--- config.mk ---
export PLATFORM = sky130hd
export DESIGN_NAME = mc_ctrl_flat
export DESIGN_NICKNAME = d
export VERILOG_FILES = /design/src/rtl/mc_ctrl_if.sv /design/src/rtl/mc_ctrl.sv /design/src/flat_wrapper.sv
export SDC_FILE = /design/constraint.sdc
export NUM_CORES = 1
export LEC_CHECK = 0
export ABC_CLOCK_PERIOD_IN_PS = 4570
export CAP_MARGIN = 20
export CORE_ASPECT_RATIO = 1.25
export CORE_MARGIN = 4
export CORE_UTILIZATION = 40
export DETAILED_ROUTE_END_ITERATION = 16
export DONT_BUFFER_PORTS = 1
export PLACE_DENSITY = 0.55
export SYNTH_ARGS = -nofsm -noshare
export SYNTH_HDL_FRONTEND = slang
export SYNTH_SLANG_ARGS = --single-unit
export TNS_END_PERCENT = 100
--- constraint.sdc ---
create_clock -name clk -period 4.57 [get_ports clk]
set_input_delay 0.914 -clock clk [delete_from_list [all_inputs] [get_ports clk]]
set_output_delay 0.914 -clock clk [all_outputs]
set_load 0.01 [all_outputs]
--- src/rtl/mc_ctrl_if.sv ---
//==============================================================================
// Module   : mc_ctrl_if
// Purpose  : Bundle of datapath-facing signals for the multicycle MIPS
//            sequencer: IR fields and flags in, strobes/selects/status out.
// Modports : master - the sequencer (consumes op/funct/zero/dm_rdy)
//            slave  - the datapath / memory side (drives op/funct/zero/dm_rdy)
// Signals  : op, funct, zero, dm_rdy, PCWr, IRWr, RFWr, DMWr, dm_req, NPCOp,
//            EXTOp, ALUOp, BSel, WDSel, GPRSel, state, err,
//            retire_cnt (only with MC_RETIRE_CNT_EN)
// Config   : MC_RETIRE_CNT_EN adds parameter CNT_W and retire_cnt
// Revision : 1.0 - initial release
//==============================================================================
`default_nettype none

interface mc_ctrl_if
`ifdef MC_RETIRE_CNT_EN
  #(parameter int CNT_W = 32)
`endif
  ;
  logic [5:0] op;
  logic [5:0] funct;
  logic       zero;
  logic       dm_rdy;
  logic       PCWr;
  logic       IRWr;
  logic       RFWr;
  logic       DMWr;
  logic       dm_req;
  logic [1:0] NPCOp;
  logic [1:0] EXTOp;
  logic [1:0] ALUOp;
  logic       BSel;
  logic [1:0] WDSel;
  logic [1:0] GPRSel;
  logic [3:0] state;
  logic       err;
`ifdef MC_RETIRE_CNT_EN
  logic [CNT_W-1:0] retire_cnt;
`endif

  modport master (
    input  op, funct, zero, dm_rdy,
    output PCWr, IRWr, RFWr, DMWr, dm_req, NPCOp, EXTOp, ALUOp, BSel,
    output WDSel, GPRSel,
`ifdef MC_RETIRE_CNT_EN
    output retire_cnt,
`endif
    output state, err
  );

  modport slave (
    output op, funct, zero, dm_rdy,
    input  PCWr, IRWr, RFWr, DMWr, dm_req, NPCOp, EXTOp, ALUOp, BSel,
    input  WDSel, GPRSel,
`ifdef MC_RETIRE_CNT_EN
    input  retire_cnt,
`endif
    input  state, err
  );
endinterface

`default_nettype wire

--- src/rtl/mc_ctrl.sv ---
//==============================================================================
// Module   : mc_ctrl
// Purpose  : Multicycle sequencer for a single-issue MIPS datapath. Steps each
//            instruction through FETCH/DCD/EXE/MA/MR/MW/WB/BR/JMP, emits
//            one-cycle write strobes and mux selects, and handshakes with a
//            variable-latency data memory. Illegal instructions and memory
//            timeouts park the core in HALT with a sticky err flag.
// Ports    : clk  - clock, rising edge
//            rst  - asynchronous reset, active low
//            bus  - mc_ctrl_if.master (IR fields/flags in, controls out)
// Params   : MEM_TIMEOUT - MR/MW cycles without dm_rdy before HALT (<=15)
//            CNT_W       - retire counter width (MC_RETIRE_CNT_EN only)
// Config   : `define MC_RETIRE_CNT_EN to build the retired-instruction counter
// Revision : 1.0 - initial release
//==============================================================================
`default_nettype none

module mc_ctrl #(
  parameter int MEM_TIMEOUT = 15
`ifdef MC_RETIRE_CNT_EN
  , parameter int CNT_W = 32
`endif
) (
  input  wire logic  clk,
  input  wire logic  rst,
  mc_ctrl_if.master  bus
);

  localparam logic [3:0] c_FETCH = 4'd0;
  localparam logic [3:0] c_DCD   = 4'd1;
  localparam logic [3:0] c_EXE   = 4'd2;
  localparam logic [3:0] c_MA    = 4'd3;
  localparam logic [3:0] c_MR    = 4'd4;
  localparam logic [3:0] c_MW    = 4'd5;
  localparam logic [3:0] c_WB    = 4'd6;
  localparam logic [3:0] c_BR    = 4'd7;
  localparam logic [3:0] c_JMP   = 4'd8;
  localparam logic [3:0] c_HALT  = 4'd15;

  localparam logic [5:0] c_OP_RTYPE = 6'b000000;
  localparam logic [5:0] c_OP_ORI   = 6'b001101;
  localparam logic [5:0] c_OP_LUI   = 6'b001111;
  localparam logic [5:0] c_OP_LW    = 6'b100011;
  localparam logic [5:0] c_OP_SW    = 6'b101011;
  localparam logic [5:0] c_OP_BEQ   = 6'b000100;
  localparam logic [5:0] c_OP_J     = 6'b000010;
  localparam logic [5:0] c_OP_JAL   = 6'b000011;
  localparam logic [5:0] c_FN_ADDU  = 6'b100001;
  localparam logic [5:0] c_FN_SUBU  = 6'b100011;

  // The wait counter holds the number of stalled cycles already spent, so the
  // cycle that sees MEM_TIMEOUT-1 without dm_rdy is the last one allowed.
  localparam logic [3:0] c_WAIT_LAST = 4'(MEM_TIMEOUT - 1);

  logic [3:0] r_state;
  logic [3:0] w_nextState;
  logic [3:0] r_waitCnt;
  logic       r_err;

  logic w_isAddu, w_isSubu, w_isR, w_isOri, w_isLui, w_isLw, w_isSw;
  logic w_isBeq, w_isJ, w_isJal, w_inMem, w_memTimeout;

  assign w_isAddu = (bus.op == c_OP_RTYPE) && (bus.funct == c_FN_ADDU);
  assign w_isSubu = (bus.op == c_OP_RTYPE) && (bus.funct == c_FN_SUBU);
  assign w_isR    = w_isAddu || w_isSubu;
  assign w_isOri  = (bus.op == c_OP_ORI);
  assign w_isLui  = (bus.op == c_OP_LUI);
  assign w_isLw   = (bus.op == c_OP_LW);
  assign w_isSw   = (bus.op == c_OP_SW);
  assign w_isBeq  = (bus.op == c_OP_BEQ);
  assign w_isJ    = (bus.op == c_OP_J);
  assign w_isJal  = (bus.op == c_OP_JAL);

  assign w_inMem      = (r_state == c_MR) || (r_state == c_MW);
  // dm_rdy in the final allowed cycle still completes the access.
  assign w_memTimeout = (r_waitCnt == c_WAIT_LAST) && !bus.dm_rdy;

  // State register plus wait counter and sticky error.
  always_ff @(posedge clk or negedge rst) begin
    if (!rst) begin
      r_state   <= c_FETCH;
      r_waitCnt <= 4'd0;
      r_err     <= 1'b0;
    end else begin
      r_state <= w_nextState;
      if (r_state == c_MA) begin
        r_waitCnt <= 4'd0;
      end else if (w_inMem && !bus.dm_rdy) begin
        r_waitCnt <= r_waitCnt + 4'd1;
      end
      if (w_nextState == c_HALT) begin
        r_err <= 1'b1;
      end
    end
  end

  // Next-state logic.
  always_comb begin
    w_nextState = c_HALT;
    case (r_state)
      c_FETCH: w_nextState = c_DCD;
      c_DCD: begin
        if (w_isR || w_isOri || w_isLui) w_nextState = c_EXE;
        else if (w_isLw || w_isSw)       w_nextState = c_MA;
        else if (w_isBeq)                w_nextState = c_BR;
        else if (w_isJ || w_isJal)       w_nextState = c_JMP;
        else                             w_nextState = c_HALT;
      end
      c_EXE:   w_nextState = c_WB;
      c_WB:    w_nextState = c_FETCH;
      c_MA:    w_nextState = w_isLw ? c_MR : c_MW;
      c_MR:    w_nextState = bus.dm_rdy ? c_WB :
                             (w_memTimeout ? c_HALT : c_MR);
      c_MW:    w_nextState = bus.dm_rdy ? c_FETCH :
                             (w_memTimeout ? c_HALT : c_MW);
      c_BR:    w_nextState = c_FETCH;
      c_JMP:   w_nextState = c_FETCH;
      default: w_nextState = c_HALT;
    endcase
  end

  // Output logic. Everything is forced idle while reset is asserted so that
  // the FETCH strobes do not fire during reset.
  always_comb begin
    bus.PCWr   = 1'b0;
    bus.IRWr   = 1'b0;
    bus.RFWr   = 1'b0;
    bus.DMWr   = 1'b0;
    bus.dm_req = 1'b0;
    bus.NPCOp  = 2'b00;
    bus.EXTOp  = 2'b00;
    bus.ALUOp  = 2'b00;
    bus.BSel   = 1'b0;
    bus.WDSel  = 2'b00;
    bus.GPRSel = 2'b00;
    if (rst) begin
      case (r_state)
        c_FETCH: begin
          bus.IRWr = 1'b1;
          bus.PCWr = 1'b1;
        end
        c_EXE: begin
          if (w_isSubu) begin
            bus.ALUOp = 2'b01;
          end else if (w_isOri || w_isLui) begin
            bus.ALUOp = 2'b10;
            bus.BSel  = 1'b1;
            bus.EXTOp = w_isLui ? 2'b10 : 2'b00;
          end
        end
        c_WB: begin
          bus.RFWr   = 1'b1;
          bus.GPRSel = w_isR ? 2'b00 : 2'b01;
          bus.WDSel  = w_isLw ? 2'b01 : 2'b00;
        end
        // Address computation stays driven through the whole memory wait.
        c_MA, c_MR, c_MW: begin
          bus.BSel   = 1'b1;
          bus.EXTOp  = 2'b01;
          bus.dm_req = (r_state != c_MA);
          bus.DMWr   = (r_state == c_MW);
        end
        c_BR: begin
          bus.ALUOp = 2'b01;
          bus.EXTOp = 2'b01;
          bus.NPCOp = 2'b01;
          bus.PCWr  = bus.zero;
        end
        c_JMP: begin
          bus.PCWr  = 1'b1;
          bus.NPCOp = 2'b10;
          if (w_isJal) begin
            bus.RFWr   = 1'b1;
            bus.GPRSel = 2'b10;
            bus.WDSel  = 2'b10;
          end
        end
        default: ;
      endcase
    end
  end

  assign bus.state = r_state;
  assign bus.err   = r_err;

`ifdef MC_RETIRE_CNT_EN
  logic [CNT_W-1:0] r_retireCnt;
  logic             w_retire;

  // HALT is never a retirement; only completed instructions returning to FETCH.
  assign w_retire = (w_nextState == c_FETCH) &&
                    ((r_state == c_WB) || (r_state == c_MW) ||
                     (r_state == c_BR) || (r_state == c_JMP));

  always_ff @(posedge clk or negedge rst) begin
    if (!rst) begin
      r_retireCnt <= '0;
    end else if (w_retire) begin
      r_retireCnt <= r_retireCnt + CNT_W'(1);
    end
  end

  assign bus.retire_cnt = r_retireCnt;
`endif

endmodule

`default_nettype wire
--- src/flat_wrapper.sv ---
// flat-port wrapper written by rule: the top's interface ports become plain ports
module mc_ctrl_flat 
#(
  parameter int MEM_TIMEOUT = 15

)
  (clk, rst, bus_op, bus_funct, bus_zero, bus_dm_rdy, bus_PCWr, bus_IRWr, bus_RFWr, bus_DMWr, bus_dm_req, bus_NPCOp, bus_EXTOp, bus_ALUOp, bus_BSel, bus_WDSel, bus_GPRSel, bus_state, bus_err);
  mc_ctrl_if bus_i ();
  input  wire logic clk;
  input  wire logic rst;
  input wire logic [$bits(bus_i.op)-1:0] bus_op;
  input wire logic [$bits(bus_i.funct)-1:0] bus_funct;
  input wire logic [$bits(bus_i.zero)-1:0] bus_zero;
  input wire logic [$bits(bus_i.dm_rdy)-1:0] bus_dm_rdy;
  output wire logic [$bits(bus_i.PCWr)-1:0] bus_PCWr;
  output wire logic [$bits(bus_i.IRWr)-1:0] bus_IRWr;
  output wire logic [$bits(bus_i.RFWr)-1:0] bus_RFWr;
  output wire logic [$bits(bus_i.DMWr)-1:0] bus_DMWr;
  output wire logic [$bits(bus_i.dm_req)-1:0] bus_dm_req;
  output wire logic [$bits(bus_i.NPCOp)-1:0] bus_NPCOp;
  output wire logic [$bits(bus_i.EXTOp)-1:0] bus_EXTOp;
  output wire logic [$bits(bus_i.ALUOp)-1:0] bus_ALUOp;
  output wire logic [$bits(bus_i.BSel)-1:0] bus_BSel;
  output wire logic [$bits(bus_i.WDSel)-1:0] bus_WDSel;
  output wire logic [$bits(bus_i.GPRSel)-1:0] bus_GPRSel;
  output wire logic [$bits(bus_i.state)-1:0] bus_state;
  output wire logic [$bits(bus_i.err)-1:0] bus_err;
  assign bus_i.op = bus_op;
  assign bus_i.funct = bus_funct;
  assign bus_i.zero = bus_zero;
  assign bus_i.dm_rdy = bus_dm_rdy;
  assign bus_PCWr = bus_i.PCWr;
  assign bus_IRWr = bus_i.IRWr;
  assign bus_RFWr = bus_i.RFWr;
  assign bus_DMWr = bus_i.DMWr;
  assign bus_dm_req = bus_i.dm_req;
  assign bus_NPCOp = bus_i.NPCOp;
  assign bus_EXTOp = bus_i.EXTOp;
  assign bus_ALUOp = bus_i.ALUOp;
  assign bus_BSel = bus_i.BSel;
  assign bus_WDSel = bus_i.WDSel;
  assign bus_GPRSel = bus_i.GPRSel;
  assign bus_state = bus_i.state;
  assign bus_err = bus_i.err;
  mc_ctrl #(.MEM_TIMEOUT(MEM_TIMEOUT)) u_core (.clk(clk), .rst(rst), .bus(bus_i));
endmodule
==> impl_results.md <==
- Class of the most critical setup path: reg2out
- Number of enable flip-flop cells after synthesis: 0
- Sequential group share of total power: 0.564
- Slew at the pin closest to its max-slew limit: ~630 ps
- Maximum clock frequency: roughly 0.33 GHz
- Final estimated routing congestion in global placement: around 0.77
- Synthesized area per cell: roughly 7.8 um2
- Core region area: just under 2000 um2
- Total inserted antenna cells: 0
- Final non-filler cell area: roughly 840 um2
- Detailed placement HPWL: approximately 1.6 mm
- Vias per cell: between 6 and 7
- Seq/Total Area, Yosys: 0.2765
- Layout cell share with drive strength beyond 1: 0.1058
- Routed len/inst: approximately 17 um
- Post-CTS clock slew at the launch and capture registers of the worst setup and hold paths: around 60 ps
- First-pass GRT wire length: around 3.5 mm
- Die height: roughly 58 um
- Maximum fanout along the worst path: 15
- Placement row count: 18
- Violation count after the first detailed-route iteration: 32
- Portion of synthesized cell area occupied by the leading cell type: 0.2765
- Number of post-CTS setup repair buffers: 0
- Leading cell types by total area after synthesis: sky130_fd_sc_hd__dfrtp_1 (28%), sky130_fd_sc_hd__nor2_1 (6.9%), sky130_fd_sc_hd__nand2_1 (5.1%)
- DRT Wirelength: approximately 2.2 mm
- Number of hold buffers added after CTS: 0
- Cell family with the largest share of critical-path delay: simple AND/OR/NAND/NOR gates
- Total net switching power: about 0.000026 W
- Number of global-route vias before repair: 746
- Remaining max-slew budget at the tightest pin: 0.5740
- P_leak: ~0.30 nW
- Final setup skew: between 6 and 7 ps
- Post-placement cell area: roughly 800 um2
- Time the worst path needs with I/O delays and setup: slightly above 3000 ps
- Number of endpoints with negative hold slack in the final report: 0
- Clock share of power: 0.412
- Num Clock Sinks: 9
- Total power draw: 0.0001413 W
- Arrival time of data at the critical path endpoint: approximately 2200 ps
- Type of the most critical hold path: in2async
- Fraction of power spent switching nets: 0.1856
- Post-Syn Instances: ~110
- Count of vias placed by the detailed router: between 800 and 900
- Critical Path Max Stage Delay: approximately 700 ps
- Antenna violations before repair: 0
- Worst-Skew Late Latency: roughly 250 ps
- Number of distinct library cell variants in the gate-level netlist after synthesis: 40
- Resized cells post-CTS: 0
- Reg2Reg Depth: 4
- RSZ-0062 raised after global routing: false
- Share of async-settable or async-resettable flops after synthesis: 1.000
- Synth-to-layout area growth: 3.379%
- Worst Path Buf+Inv: 0
- Level count of the clock H-tree: 1
- Internal power: ~0.00012 W
- Power Dens Cells: around 170 nW/um2
- Worst supply voltage drop on vdd: roughly 0.17 mV
- Outcome: complete, no violations
- Clock tree from TritonCTS: done
- Worst endpoint required time: approximately 3700 ps
- Cell chosen for the clock root: sky130_fd_sc_hd__clkbuf_4
- Logic gate share of total power: 0.024
- Number of violations of the max-capacitance limit: 0
- Post-placement cell count: 120
- DRC viols: 0
- Setup crit start kind: flip-flop
- Maximum number of buffers from clock root to sink: 2
- Launch point of the worst path: u_core.bus.state[3]
- DIE AREA: about 2800 um2
- Number of nets in the layout: about 120
- Final Instance Count excl. Fillers: ~120
- Fin. max-slew vios: 0
- Sum Neg Setup Slack: 0 ps
- DIE WIDTH: a little under 50 um
- Critical path endpoint category: output port
- Number of nets produced by synthesis: around 120
- Ordered list of cells on the worst path: nand2_1 > nor4_1 > and4_1 > o21bai_1
- Cell type of the slowest stage on the worst timing path: sky130_fd_sc_hd__dfrtp_1
- Worst reg2reg endpoint: u_core.r_waitCnt[1]
- Primary flip-flop cell chosen by synthesis mapping: sky130_fd_sc_hd__dfrtp_1
- Startpoint of the worst register-to-register path: u_core.bus.state[1]
- Cell type contributing the most total cell area after synthesis: sky130_fd_sc_hd__dfrtp_1
- Count of port buffers added during placement: 0
- GRT Overall Usage: 0.1548
- Number of buffers created by CTS: 3
- Number of warnings issued by yosys: 0
- Grt ovf: 0
- Count of filler cells inserted in the layout: 202
- Number of flip-flops and latches in the synthesized netlist: 9
- Part of the cycle the worst path needs: 0.6732
- Starting Density: 0.4157
- Number of top-level design ports: 37
- Post-synth design cell area: 814.5 um2
- Number of detailed-route iterations in the first pass: 4
- Maximum number of pins on one net before global-route repair: 18
- Remaining antenna violation count after routing: 0
- Worst R2R Setup Slack: roughly 2600 ps
- Setup-violating endpoint count in the final report: 0
cells by family (layout without fill, tap and decap cells):
| kind of cell | Yosys count | in the layout | share of synthesized area |
|---|---|---|---|
| xor+xnor | 2 | 2 | 0.02151 |
| compound gates | 23 | 23 | 0.1997 |
| simple gates | 56 | 56 | 0.3779 |
| flops | 9 | 9 | 0.2765 |
| buf+inv | 10 | 9 | 0.05223 |
| mux | 3 | 3 | 0.04147 |
| fa+ha+maj | 2 | 2 | 0.03072 |
power groups by stage:
stage	logic, W	clock network, W	registers [W]
6_report	0.00000336	0.0000582	0.0000797
5_1_grt	0.00000378	0.0000668	0.0000796
4_1_cts	0.00000336	0.0000607	0.0000797
3_5_place_dp	0.00000334	0	0.0000812
3_3_place_gp	0.00000329	0	0.0000812
2_1_floorplan	0.00000299	0	0.0000812
how the worst max path moves through the flow:
stage / end / slack (ps) / cells past startpoint
floorplan: bus_ALUOp[0] / 1730 / 4
global placement: bus_RFWr / 1580 / 4
detailed placement: bus_ALUOp[0] / 1580 / 4
CTS: bus_RFWr / 1480 / 4
global route: bus_RFWr / 1390 / 4
finish: bus_RFWr / 1490 / 4
per-stage QoR:
stage	utilization	hold WS, ps	worst slack (ps)
after floorplan	-	510.5	1735
after global placement	0.4163	536.6	1578
after detailed placement	0.4163	533.2	1577
after CTS	0.4298	344.4	1483
after global routing	0.4298	329.1	1386
final	0.4298	350.5	1493
sequential cells by signal (all words and copies together), names as in the netlist:
name / count
u_core.bus.err: 1
u_core.bus.state: 4
u_core.r_waitCnt: 4
cells in the final DEF, fill, tap and decap left out, types with 2 or more instances in the layout:
cell type and count:
sky130_fd_sc_hd__nor2_1 15, sky130_fd_sc_hd__nand3_1 4, sky130_fd_sc_hd__nor3_1 6, sky130_fd_sc_hd__nand2_1 11, sky130_fd_sc_hd__clkbuf_4 3, sky130_fd_sc_hd__dfrtp_1 9, sky130_fd_sc_hd__xnor2_1 2, sky130_fd_sc_hd__ha_1 2
sky130_fd_sc_hd__nand4_1 6, sky130_fd_sc_hd__o21ai_0 3, sky130_fd_sc_hd__nor2b_1 3, sky130_fd_sc_hd__nand2b_1 2, sky130_fd_sc_hd__inv_1 5, sky130_fd_sc_hd__a211oi_1 2, sky130_fd_sc_hd__a21oi_1 5, sky130_fd_sc_hd__mux2_2 3
cell type report:
class / instances / area, um2 / share of cell area
multi-input combinational: 86 / 546.8 / 0.6493
sequential: 9 / 225.2 / 0.2675
clock buffer: 4 / 26.28 / 0.03120
tap: 20 / 25.02 / 0.02972
inverter: 5 / 18.77 / 0.02229
synthesized netlist by cell type, drive strengths merged, types with 2 or more instances:
cell,n
nor3,7
ha,2
clkbuf,3
nor2b,3
mux2,3
xnor2,2
inv,5
nand3,4
a211oi,2
nand2,11
buf,2
nand2b,2
dfrtp,9
nor4,2
o21ai,3
nand4,6
nor2,15
a21oi,6
routing by layer:
layer	wire, um	track usage
met1	813	0.1874
met2	1112	0.2705
met3	228	0.05063
met4	10	0.02372
met5	0	0
(Power assumes the default switching activity.)
